## src/rtl/trace_pkg.sv

```systemverilog
// Shared types and constants for the retire trace producer.
// TRACE_CYCLE_EN adds a 32-bit cycle stamp member to trace_rec_t.
package trace_pkg;
    localparam int XLEN      = 32;
    localparam int REG_IDX_W = 5;

    typedef struct packed {
`ifdef TRACE_CYCLE_EN
        logic [31:0]          cycle;
`endif
        logic [XLEN-1:0]      pc;
        logic [31:0]          inst;
        logic                 rdv;
        logic [REG_IDX_W-1:0] rd;
        logic [XLEN-1:0]      rd_data;
        logic                 pcv;
        logic [XLEN-1:0]      pc_x;
    } trace_rec_t;
endpackage

```

## src/rtl/trace_gen_if.sv

```systemverilog
// Valid/ready retire record stream between trace_gen and the trace sink.
interface trace_gen_if;
    import trace_pkg::*;

    logic       rec_valid;
    logic       rec_ready;
    trace_rec_t rec;

    modport master (output rec_valid, output rec, input rec_ready);
    modport slave  (input rec_valid, input rec, output rec_ready);
endinterface

```

## src/rtl/trace_fifo.sv

```systemverilog
// DEPTH-entry FIFO of trace records; head is read straight from storage
// registers, so a write into an empty FIFO becomes visible one cycle later.
module trace_fifo
    import trace_pkg::*;
#(
    parameter int DEPTH = 4
) (
    input  logic                   clk,
    input  logic                   reset,
    input  logic                   push,
    input  logic                   pop,
    input  trace_rec_t             din,
    output trace_rec_t             dout,
    output logic                   full,
    output logic                   empty,
    output logic [$clog2(DEPTH):0] count
);
    localparam int AW = $clog2(DEPTH);
    localparam logic [AW:0] FULL_CNT = (AW+1)'(DEPTH);

    trace_rec_t    mem [DEPTH];
    logic [AW-1:0] wptr;
    logic [AW-1:0] rptr;
    logic          do_push;
    logic          do_pop;

    assign full  = (count == FULL_CNT);
    assign empty = (count == '0);
    assign dout  = mem[rptr];

    // A pop frees the slot in the same cycle, so push-while-full is legal with a pop.
    assign do_pop  = pop && !empty;
    assign do_push = push && (!full || do_pop);

    always_ff @(posedge clk or posedge reset) begin
        if (reset) begin
            for (int unsigned i = 0; i < DEPTH; i++) begin
                mem[i] <= '0;
            end
            wptr  <= '0;
            rptr  <= '0;
            count <= '0;
        end else begin
            if (do_push) begin
                mem[wptr] <= din;
                wptr      <= wptr + AW'(1);
            end
            if (do_pop) begin
                rptr <= rptr + AW'(1);
            end
            case ({do_push, do_pop})
                2'b10:   count <= count + (AW+1)'(1);
                2'b01:   count <= count - (AW+1)'(1);
                default: count <= count;
            endcase
        end
    end
endmodule

```

## src/rtl/trace_gen.sv

```systemverilog
// Retire trace producer: stages issued instructions, merges next-cycle execution
// results and queues one record per instruction. TRACE_CYCLE_EN adds a cycle stamp.
module trace_gen
    import trace_pkg::*;
#(
    parameter int DEPTH = 4,
    parameter int XLEN  = trace_pkg::XLEN
) (
    input  logic                 clk,
    input  logic                 reset,
    input  logic                 inst_v_i,
    input  logic [XLEN-1:0]      pc_i,
    input  logic [31:0]          inst_i,
    input  logic                 rd_v,
    input  logic [REG_IDX_W-1:0] rd_x,
    input  logic [XLEN-1:0]      rd_data,
    input  logic                 pcv,
    input  logic [XLEN-1:0]      pc_x,
    output logic                 stall_o,
    trace_gen_if.master          rec_if,
    output logic [31:0]          retired,
    output logic                 overflow
);
    logic                   stg_v;
    logic [XLEN-1:0]        stg_pc;
    logic [31:0]            stg_inst;
    trace_rec_t             rec_new;
    trace_rec_t             head;
    logic                   full;
    logic                   empty;
    logic                   pop;
    logic [$clog2(DEPTH):0] count;

    always_ff @(posedge clk or posedge reset) begin
        if (reset) begin
            stg_v    <= 1'b0;
            stg_pc   <= '0;
            stg_inst <= '0;
        end else begin
            stg_v <= inst_v_i;
            if (inst_v_i) begin
                stg_pc   <= pc_i;
                stg_inst <= inst_i;
            end
        end
    end

`ifdef TRACE_CYCLE_EN
    logic [31:0] cycle_cnt;

    always_ff @(posedge clk or posedge reset) begin
        if (reset) begin
            cycle_cnt <= '0;
        end else begin
            cycle_cnt <= cycle_cnt + 32'd1;
        end
    end
`endif

    always_comb begin
        rec_new         = '0;
        rec_new.pc      = stg_pc;
        rec_new.inst    = stg_inst;
        rec_new.rdv     = rd_v;
        rec_new.rd      = rd_v ? rd_x : '0;
        rec_new.rd_data = rd_v ? rd_data : '0;
        rec_new.pcv     = pcv;
        rec_new.pc_x    = pcv ? pc_x : '0;
`ifdef TRACE_CYCLE_EN
        rec_new.cycle   = cycle_cnt;
`endif
    end

    assign pop = rec_if.rec_valid && rec_if.rec_ready;

    trace_fifo #(.DEPTH(DEPTH)) u_fifo (
        .clk   (clk),
        .reset (reset),
        .push  (stg_v),
        .pop   (pop),
        .din   (rec_new),
        .dout  (head),
        .full  (full),
        .empty (empty),
        .count (count)
    );

    assign rec_if.rec_valid = !empty;
    assign rec_if.rec       = head;

    // Threshold leaves room for one more staged instruction behind a full FIFO.
    assign stall_o = (int'(count) + int'(stg_v)) >= (DEPTH - 1);

    always_ff @(posedge clk or posedge reset) begin
        if (reset) begin
            retired  <= '0;
            overflow <= 1'b0;
        end else if (stg_v) begin
            retired <= retired + 32'd1;
            if (full && !pop) begin
                overflow <= 1'b1;
            end
        end
    end
endmodule
```

## src/flat_wrapper.sv

```systemverilog
// flat-port wrapper written by rule: the top's interface ports become plain ports
module trace_gen_flat import trace_pkg::*;
#(
    parameter int DEPTH = 4,
    parameter int XLEN  = trace_pkg::XLEN
)
  (clk, reset, inst_v_i, pc_i, inst_i, rd_v, rd_x, rd_data, pcv, pc_x, stall_o, retired, overflow, rec_if_rec_valid, rec_if_rec, rec_if_rec_ready);
  trace_gen_if rec_if_i ();
  input  logic clk;
  input  logic reset;
  input  logic inst_v_i;
  input  logic [XLEN-1:0] pc_i;
  input  logic [31:0] inst_i;
  input  logic rd_v;
  input  logic [REG_IDX_W-1:0] rd_x;
  input  logic [XLEN-1:0] rd_data;
  input  logic pcv;
  input  logic [XLEN-1:0] pc_x;
  output logic stall_o;
  output logic [31:0] retired;
  output logic overflow;
  output wire logic [$bits(rec_if_i.rec_valid)-1:0] rec_if_rec_valid;
  output wire logic [$bits(rec_if_i.rec)-1:0] rec_if_rec;
  input wire logic [$bits(rec_if_i.rec_ready)-1:0] rec_if_rec_ready;
  assign rec_if_rec_valid = rec_if_i.rec_valid;
  assign rec_if_rec = rec_if_i.rec;
  assign rec_if_i.rec_ready = rec_if_rec_ready;
  trace_gen #(.DEPTH(DEPTH), .XLEN(XLEN)) u_core (.clk(clk), .reset(reset), .inst_v_i(inst_v_i), .pc_i(pc_i), .inst_i(inst_i), .rd_v(rd_v), .rd_x(rd_x), .rd_data(rd_data), .pcv(pcv), .pc_x(pc_x), .stall_o(stall_o), .rec_if(rec_if_i), .retired(retired), .overflow(overflow));
endmodule
```

## config.mk

```make
export PLATFORM = sky130hd
export DESIGN_NAME = trace_gen_flat
export DESIGN_NICKNAME = d
export VERILOG_FILES = /design/src/rtl/trace_pkg.sv /design/src/rtl/trace_gen_if.sv /design/src/rtl/trace_fifo.sv /design/src/rtl/trace_gen.sv /design/src/flat_wrapper.sv
export SDC_FILE = /design/constraint.sdc
export NUM_CORES = 1
export LEC_CHECK = 0
export CORE_ASPECT_RATIO = 2
export CORE_MARGIN = 2
export CORE_UTILIZATION = 51
export DETAILED_ROUTE_END_ITERATION = 16
export GPL_TIMING_DRIVEN = 0
export PLACE_DENSITY = 0.81
export REMOVE_ABC_BUFFERS = 1
export SLEW_MARGIN = 20
export SYNTH_ARGS = -nofsm -noshare
export SYNTH_HDL_FRONTEND = slang
export SYNTH_SLANG_ARGS = --single-unit
```

## constraint.sdc

```tcl
create_clock -name clk -period 20.6 [get_ports clk]
set_input_delay 2.06 -clock clk [delete_from_list [all_inputs] [get_ports clk]]
set_output_delay 2.06 -clock clk [all_outputs]
set_load 0.1 [all_outputs]
```

==> out/metrics.yaml, run 1 <==
min_period_over_period: 0.2855
cts_max_path_buffers: 3
grt_pass1_wl_microns: 99440
initial_core_util: 0.5139
drt_iter0_drc: 630
slowest_delay_ns: 1.07
start_kind: "flip-flop"
synth-xor-area-share: 0.01160
yosys.area_share.simple: 0.03122
synth_top_family_by_area: "multiplexers"
clock_skew_ns: 0.01075
gp_congestion: 0.7490
synth_area_sq_um: 27930
area_delta_synth_final_pct: 20.52
fmax_mhz: 170.0
tritoncts: "yes"
ant_nets: 0
die_height_microns: 335.0
cp_slowest_cell: "clkdlybuf4s50_1"
synth_seq_cells: 645
fill_cells: 3990
drive_gt1_frac: 0.4269
h-tree-depth: 2
post_cts_buffers: 0
clockRootBuffer: "clkbuf_16"
grtUsageTotal: 0.2235
grt_antenna_before_repair: 6
cap_viol_max_count: 0
rows: 121
ys_seq_area_frac: 0.5779
cts_resized: 0
io_buffers: 308
core-area_sq_um: 54350
maxSlewViolCount: 0
cts_made_buffers: 56
crit_type: "flip-flop to output pin"
crit_fanout: 33
min_period_ns: 5.882
synth-compound-area-share: 0.0008063
ioPinCount: 309
postLayoutCoreUtil: 0.6194
crit_arrival_ns: 3.82
syn-instance-count: 1694
die_area_sq_um: 56770
synthMuxAreaShare: 0.3531
grt_remaining_overflow: 0
die_x_microns: 169.5
drt_first_pass_iters: 4
worst_path_most_repeated_cell: "buf_16"
grt_pass1_vias: 17993
timing.critical_path.buf_inv: 4
placed_area_sq_um: 31900
vias: 15599
path_clk_slew_ns: 0.06
hpwl_microns: 39470
cpLargestDelayFamily: "buffers and inverters"
rsz0062_at_grt: "false"
nNetsFinal: 2125
worst_hold_path_type: "flip-flop to flip-flop"
grt_max_degree: 111
synthDistinctLibCells: 36
worstPathCellList: "buf_16 > buf_16 > buf_16 > mux4_2 > clkdlybuf4s50_1"
worstSetupPathDepth: 5
critPathRequiredTime_ns: 18.54
via_per_inst: 5.799
post_drt_wl_per_cell_microns: 23.00
cts_hold_buf: 0
avgSynthCellArea_sq_um: 16.49
yosys_warnings: 0
drc: 0
worst_setup_path_end_kind: "output pin"
hold_depth: 1
cts_sinks: 645
final-setup-viol-count: 0
clkLatencyLatePin_ns: 0.59
worstMarginPinSlew_ns: 1.121
finalWirelength_microns: 61880
maxSlewHeadroom: 0.2500
synthAdderAreaFrac: 0.004300
design_area_sq_um: 33660
reg2reg_depth: 4
final-hold-violation-count: 0
status: "complete, no violations"
-- sequential cells by signal, summed over array words and instances (netlist names) --
register,count
u_core.retired,32
u_core.u_fifo.wptr,2
u_core.stg_inst,32
u_core.u_fifo.rptr,2
u_core.stg_pc,32
u_core.stg_v,1
u_core.u_fifo.mem,540
u_core.overflow,1
u_core.u_fifo.count,3
-- cell families (layout without fill, tap and decap cells) --
kind of cell,count (synthesis),after routing
multiplexers,741,741
flip-flops,645,645
AND/OR/NAND/NOR,143,143
buffers and inverters,115,433
XOR/XNOR,37,37
adder cells (fa/ha/maj),9,9
AO/OA/AOI/OAI,4,4
other,0,2
-- cells in the final DEF (no fill, tap or decap), types with 10 or more instances in the layout --
cell / n
inv_1: 11
clkbuf_1: 13
buf_16: 17
nand3_1: 10
clkdlybuf4s50_1: 305
clkbuf_16: 57
nand2_1: 16
nand4_1: 11
dfrtp_1: 643
and2_1: 70
xor2_1: 11
nor2_1: 11
mux4_2: 135
mux2_2: 605
xnor2_1: 26
-- cell type report --
class                      count  area (sq um)  area share
multi-input combinational    934         11260      0.3345
antenna                        2         5.005   0.0001487
clock inverter                15         168.9    0.005018
sequential                   645         16150      0.4797
clock buffer                  78          1585     0.04709
tap                          676         845.8     0.02513
timing repair buffer         328          3598      0.1069
inverter                      12         52.55    0.001561
-- layer usage --
metal	share of wire	GRT usage	routed length, microns	up-vias
met4	0.034	0.08492	2081	8
met1	0.38	0.2561	23250	8350
met3	0.045	0.03966	2781	120
li1	-	-	-	6760
met2	0.54	0.4121	33710	361
met5	0.00086	0	53	-
-- worst paths after layout --
| path | startpoint | to | slack [ns] |
|---|---|---|---|
| setup / recovery | u_core.u_fifo.rptr[0]$_DFFE_PP0P_ | rec_if_rec[106] | 14.72 |
| hold / removal | u_core.overflow$_DFFE_PP0P_ | u_core.overflow$_DFFE_PP0P_ | 0.47 |
| setup reg to reg | u_core.stg_v$_DFF_PP0_ | u_core.u_fifo.mem[319]$_DFFE_PP0P_ | 17.53 |
| hold reg to reg | u_core.overflow$_DFFE_PP0P_ | u_core.overflow$_DFFE_PP0P_ | 0.47 |
| max in group asynchronous | reset | u_core.u_fifo.mem[318]$_DFFE_PP0P_ | 16.40 |
| min in group asynchronous | reset | u_core.retired[31]$_DFFE_PP0P_ | 1.91 |
-- per-stage QoR --
| stage | hold slack (ns) | setup TNS (ns) | std cells | worst slack [ns] |
|---|---|---|---|---|
| 4_1_cts | 0.4802 | 0 | 2688 | 14.58 |
| 3_3_place_gp | 0.4498 | -3023.03 | 2575 | -4.816 |
| 5_1_grt | 0.4949 | 0 | 2690 | 14.53 |
| 2_1_floorplan | 0.4742 | 0 | 1591 | 0.4692 |
| 6_report | 0.4749 | 0 | 2690 | 14.72 |
| 3_5_place_dp | 0.4590 | 0 | 2595 | 15.23 |
-- synthesized netlist by cell type (all sizes together) --
master | instances | area [sq um]
mux4 | 135 | 3040
buf | 76 | 442.9
nor4 | 7 | 65.06
dfrtp | 645 | 16140
clkbuf | 27 | 101.4
xnor2 | 26 | 227.7
nand3 | 10 | 50.05
and2 | 70 | 437.9
inv | 12 | 45.04
nand4 | 13 | 102.6
a21o | 1 | 7.510
nor2 | 11 | 41.29
nor4b | 1 | 15.01
ha | 8 | 100.1
mux2 | 605 | 6813
xor2 | 11 | 96.34
or3b | 1 | 8.760
fa | 1 | 20.02
nor3b | 1 | 12.51
o21ai | 2 | 10.01
mux2i | 1 | 10.01
nor2b | 1 | 6.260
nor3 | 3 | 15.01
or2 | 1 | 6.260
or3 | 3 | 18.77
nand2 | 20 | 85.08
a21oi | 1 | 5.000
or4 | 1 | 7.510
Power of run 1 is not shown: default switching activity piles up to over one toggle a cycle in this logic, so the estimate is an artifact.
==> inputs of run 2 (changes only) <==
==> constraint.sdc (replaced) <==
create_clock -name clk -period 5.18 [get_ports clk]
set_input_delay 0.518 -clock clk [delete_from_list [all_inputs] [get_ports clk]]
set_output_delay 0.518 -clock clk [all_outputs]
set_load 0.1 [all_outputs]
==> results of run 2 <==
Same layout as run 1 (identical final DEF). Status: complete, no violations.
Among the figures that moved: setup slack after placement 15.23 ns -> 1.353 ns; setup slack after layout 14.72 ns -> 0.8399 ns; hold slack 0.4749 ns -> 0.3647 ns; register-to-register setup slack 17.53 ns -> 2.11 ns
Power of run 2 is left out for the same reason.
==> inputs of run 3 (changes only) <==
--- a/config.mk
+++ b/config.mk
@@ -7,10 +7,10 @@
 export LEC_CHECK = 0
 export CORE_ASPECT_RATIO = 2
 export CORE_MARGIN = 2
-export CORE_UTILIZATION = 51
+export CORE_UTILIZATION = 55
 export DETAILED_ROUTE_END_ITERATION = 16
 export GPL_TIMING_DRIVEN = 0
-export PLACE_DENSITY = 0.81
+export PLACE_DENSITY = 0.83
 export REMOVE_ABC_BUFFERS = 1
 export SLEW_MARGIN = 20
 export SYNTH_ARGS = -nofsm -noshare
==> constraint.sdc (replaced) <==
create_clock -name clk -period 4.2 [get_ports clk]
set_input_delay 0.42 -clock clk [delete_from_list [all_inputs] [get_ports clk]]
set_output_delay 0.42 -clock clk [all_outputs]
set_load 0.1 [all_outputs]
==> run 3 against run 2 <==
  * First-iteration DRC count grew 36%
  * Non-clock buffer count increased by 3
  * Clock skew up 0.016 ns
  * Register-to-register slack lost 0.91 ns
  * Sequential share of layout area is 0.27 points lower
  * Hold slack worse by 0.13 ns
  * Global-route usage up 1.7 points
  * Routed wire length fell by 0.27%
  * Critical endpoint is now rec_if_rec[7]
==> out/metrics.yaml, run 3 (synthesis gave the netlist of run 1 again) <==
worstPathCellList: "buf_12 > buf_16 > mux4_2 > clkdlybuf4s50_1"
status: "complete, no violations"
cap_viol_max_count: 0  # unchanged
post_cts_buffers: 0  # unchanged
fill_cells: 3418  # -14%
area_delta_synth_final_pct: 21.19
min_period_ns: 3.895
cp_slowest_cell: "clkdlybuf4s50_1"
placed_area_sq_um: 31930  # about the same
worst_setup_path_end_kind: "output pin"
stdcell_count: 2674  # -0.59%
rsz0062_at_grt: "false"
cts_sinks: 645  # unchanged
grt_remaining_overflow: 0  # unchanged
dpl_worst_slack_ns: 0.8438
drive_gt1_frac: 0.4283  # +0.001350
io_buffers: 308  # unchanged
maxSlewHeadroom: 0.2380  # -0.01205
grt.met2_usage: 0.4308  # +0.01868
timing.critical_path.buf_inv: 3  # -1
design_area_sq_um: 33850  # +0.56%
cp-startpoint: "u_core.u_fifo.rptr[0]$_DFFE_PP0P_"
vias: 15666  # +0.43%
cts_hold_buf: 0  # unchanged
grt_pass1_wl_microns: 98480  # -0.96%
clock_skew_ns: 0.02626  # +0.01551 ns
tritoncts: "yes"
ioPinCount: 309  # unchanged
ant_nets: 0  # unchanged
final-setup-viol-count: 0  # unchanged
drt_first_pass_iters: 6  # +2
die_height_microns: 322.7  # -3.7%
initial_core_util: 0.5578  # +0.04391
slowest_delay_ns: 1.03  # -0.04 ns
largest_reg_flops: 540  # unchanged
drt_iter0_drc: 855  # +36%
cts_max_path_buffers: 3  # unchanged
use_met1: 0.2776  # +0.02158
final_common_cell: "dfrtp_1"
use_met3: 0.04783  # +0.008178
rows: 116  # -4.1%
h-tree-depth: 2  # unchanged
fmax_mhz: 256.7
die_x_microns: 163.4  # -3.6%
crit_type: "flip-flop to output pin"
clkLatencyLatePin_ns: 0.60  # about the same
cts_made_buffers: 55  # -1.8%
die_area_sq_um: 52710  # -7.1%
post_drt_wl_per_cell_microns: 23.08  # +0.33%
clockRootBuffer: "clkbuf_16"
core-area_sq_um: 50070  # -7.9%
gp_congestion: 0.7969  # +6.4%
busiest_layer: "met2"
via_per_inst: 5.859  # +1.0%
final-hold-violation-count: 0  # unchanged
start_kind: "flip-flop"
crit-reg2reg-launch: "u_core.stg_v$_DFF_PP0_"
placedCellCount: 2571  # -0.92%
cts_resized: 0  # unchanged
multi_input_area_sq_um: 11260  # unchanged
cpLargestDelayFamily: "buffers and inverters"
crit_fanout: 30  # -9.1%
path_clk_slew_ns: 0.07  # about the same
critPathRequiredTime_ns: 3.78
worst_hold_path_type: "input pin to asynchronous set/reset pin"
grt_antenna_before_repair: 8  # +2
maxSlewViolCount: 0  # unchanged
min_period_over_period: 0.9274
drc: 0  # unchanged
grtUsageTotal: 0.2400  # +0.01654
grt_pass1_vias: 17991  # -0.011%
worstMarginPinSlew_ns: 1.139  # +0.01802 ns
seqCellArea_sq_um: 16150  # unchanged
finalWirelength_microns: 61710  # -0.27%
hpwl_microns: 38830  # -1.6%
nNetsFinal: 2127  # +0.094%
largest-register: "u_core.u_fifo.mem"
grt_max_degree: 114  # +2.7%
setup_slack_ns: 0.3050
mostFrequentLayoutCells: "643 x dfrtp_1, 605 x mux2_2, 305 x clkdlybuf4s50_1"
crit_arrival_ns: 3.47  # -0.35 ns
==> run 3: cell count changes in the layout (fill, tap and decap cells not counted) <==
| cell | change |
|---|---|
| buf_12 | +3 |
| bufinv_16 | +7 |
| clkbuf_1 | +3 |
| clkbuf_16 | -2 |
| clkbuf_8 | -1 |
| clkinv_4 | +1 |
| clkinvlp_4 | -1 |
| diode_2 | +1 |
==> run 3: worst paths after layout <==
kind | end | slack [ns] | depth (start not counted)
worst max register to register | u_core.u_fifo.mem[326]$_DFFE_PP0P_ | 1.20 | 5
max in group asynchronous | u_core.u_fifo.mem[537]$_DFFE_PP0P_ | 2.27 | 5
min in group clk | u_core.u_fifo.mem[330]$_DFFE_PP0P_ | 0.35 | 3
worst max-delay path | rec_if_rec[7] | 0.31 | 4
worst min-delay path | u_core.u_fifo.mem[321]$_DFFE_PP0P_ | 0.24 | 2
worst min register to register | u_core.overflow$_DFFE_PP0P_ | 0.48 | 1
==> run 3: stage by stage <==
| stage | hold slack (ns) | util | TNS, ns |
|---|---|---|---|
| 2_1_floorplan | 0.4514 | - | -9562.60 |
| 4_1_cts | 0.2313 | 0.6759 | 0 |
| 6_report | 0.2363 | 0.6760 | 0 |
| 3_3_place_gp | 0.4514 | 0.6247 | - |
| 3_5_place_dp | 0.4675 | 0.6377 | 0 |
| 5_1_grt | 0.2512 | 0.6760 | 0 |
==> run 3: final cells by class <==
type                    instances  area share
diodes                          3   0.0002218
flip-flops and latches        645      0.4770
clock buffers                  78     0.04528
clock inverters                22     0.01124
inverters                      12    0.001552
well taps                     649     0.02399
multi-input cells             934      0.3326
repair buffers                331      0.1081
==> run 3: worst reg2reg max path, delay by kind of cell, from the launching register on <==
family | cells | cell delay, ns
flip-flops | 1 | 0.56
buffers and inverters | 2 | 0.64
AND/OR/NAND/NOR | 2 | 1.31
multiplexers | 1 | 0.36
==> run 3: per-layer routing <==
metal  up-vias  wire, microns
li1       6803              -
met1      8316          22900
met2       389          33010
met3       148           3100
met4        10           2616
met5         -             76
Power of run 3 is left out for the same reason.
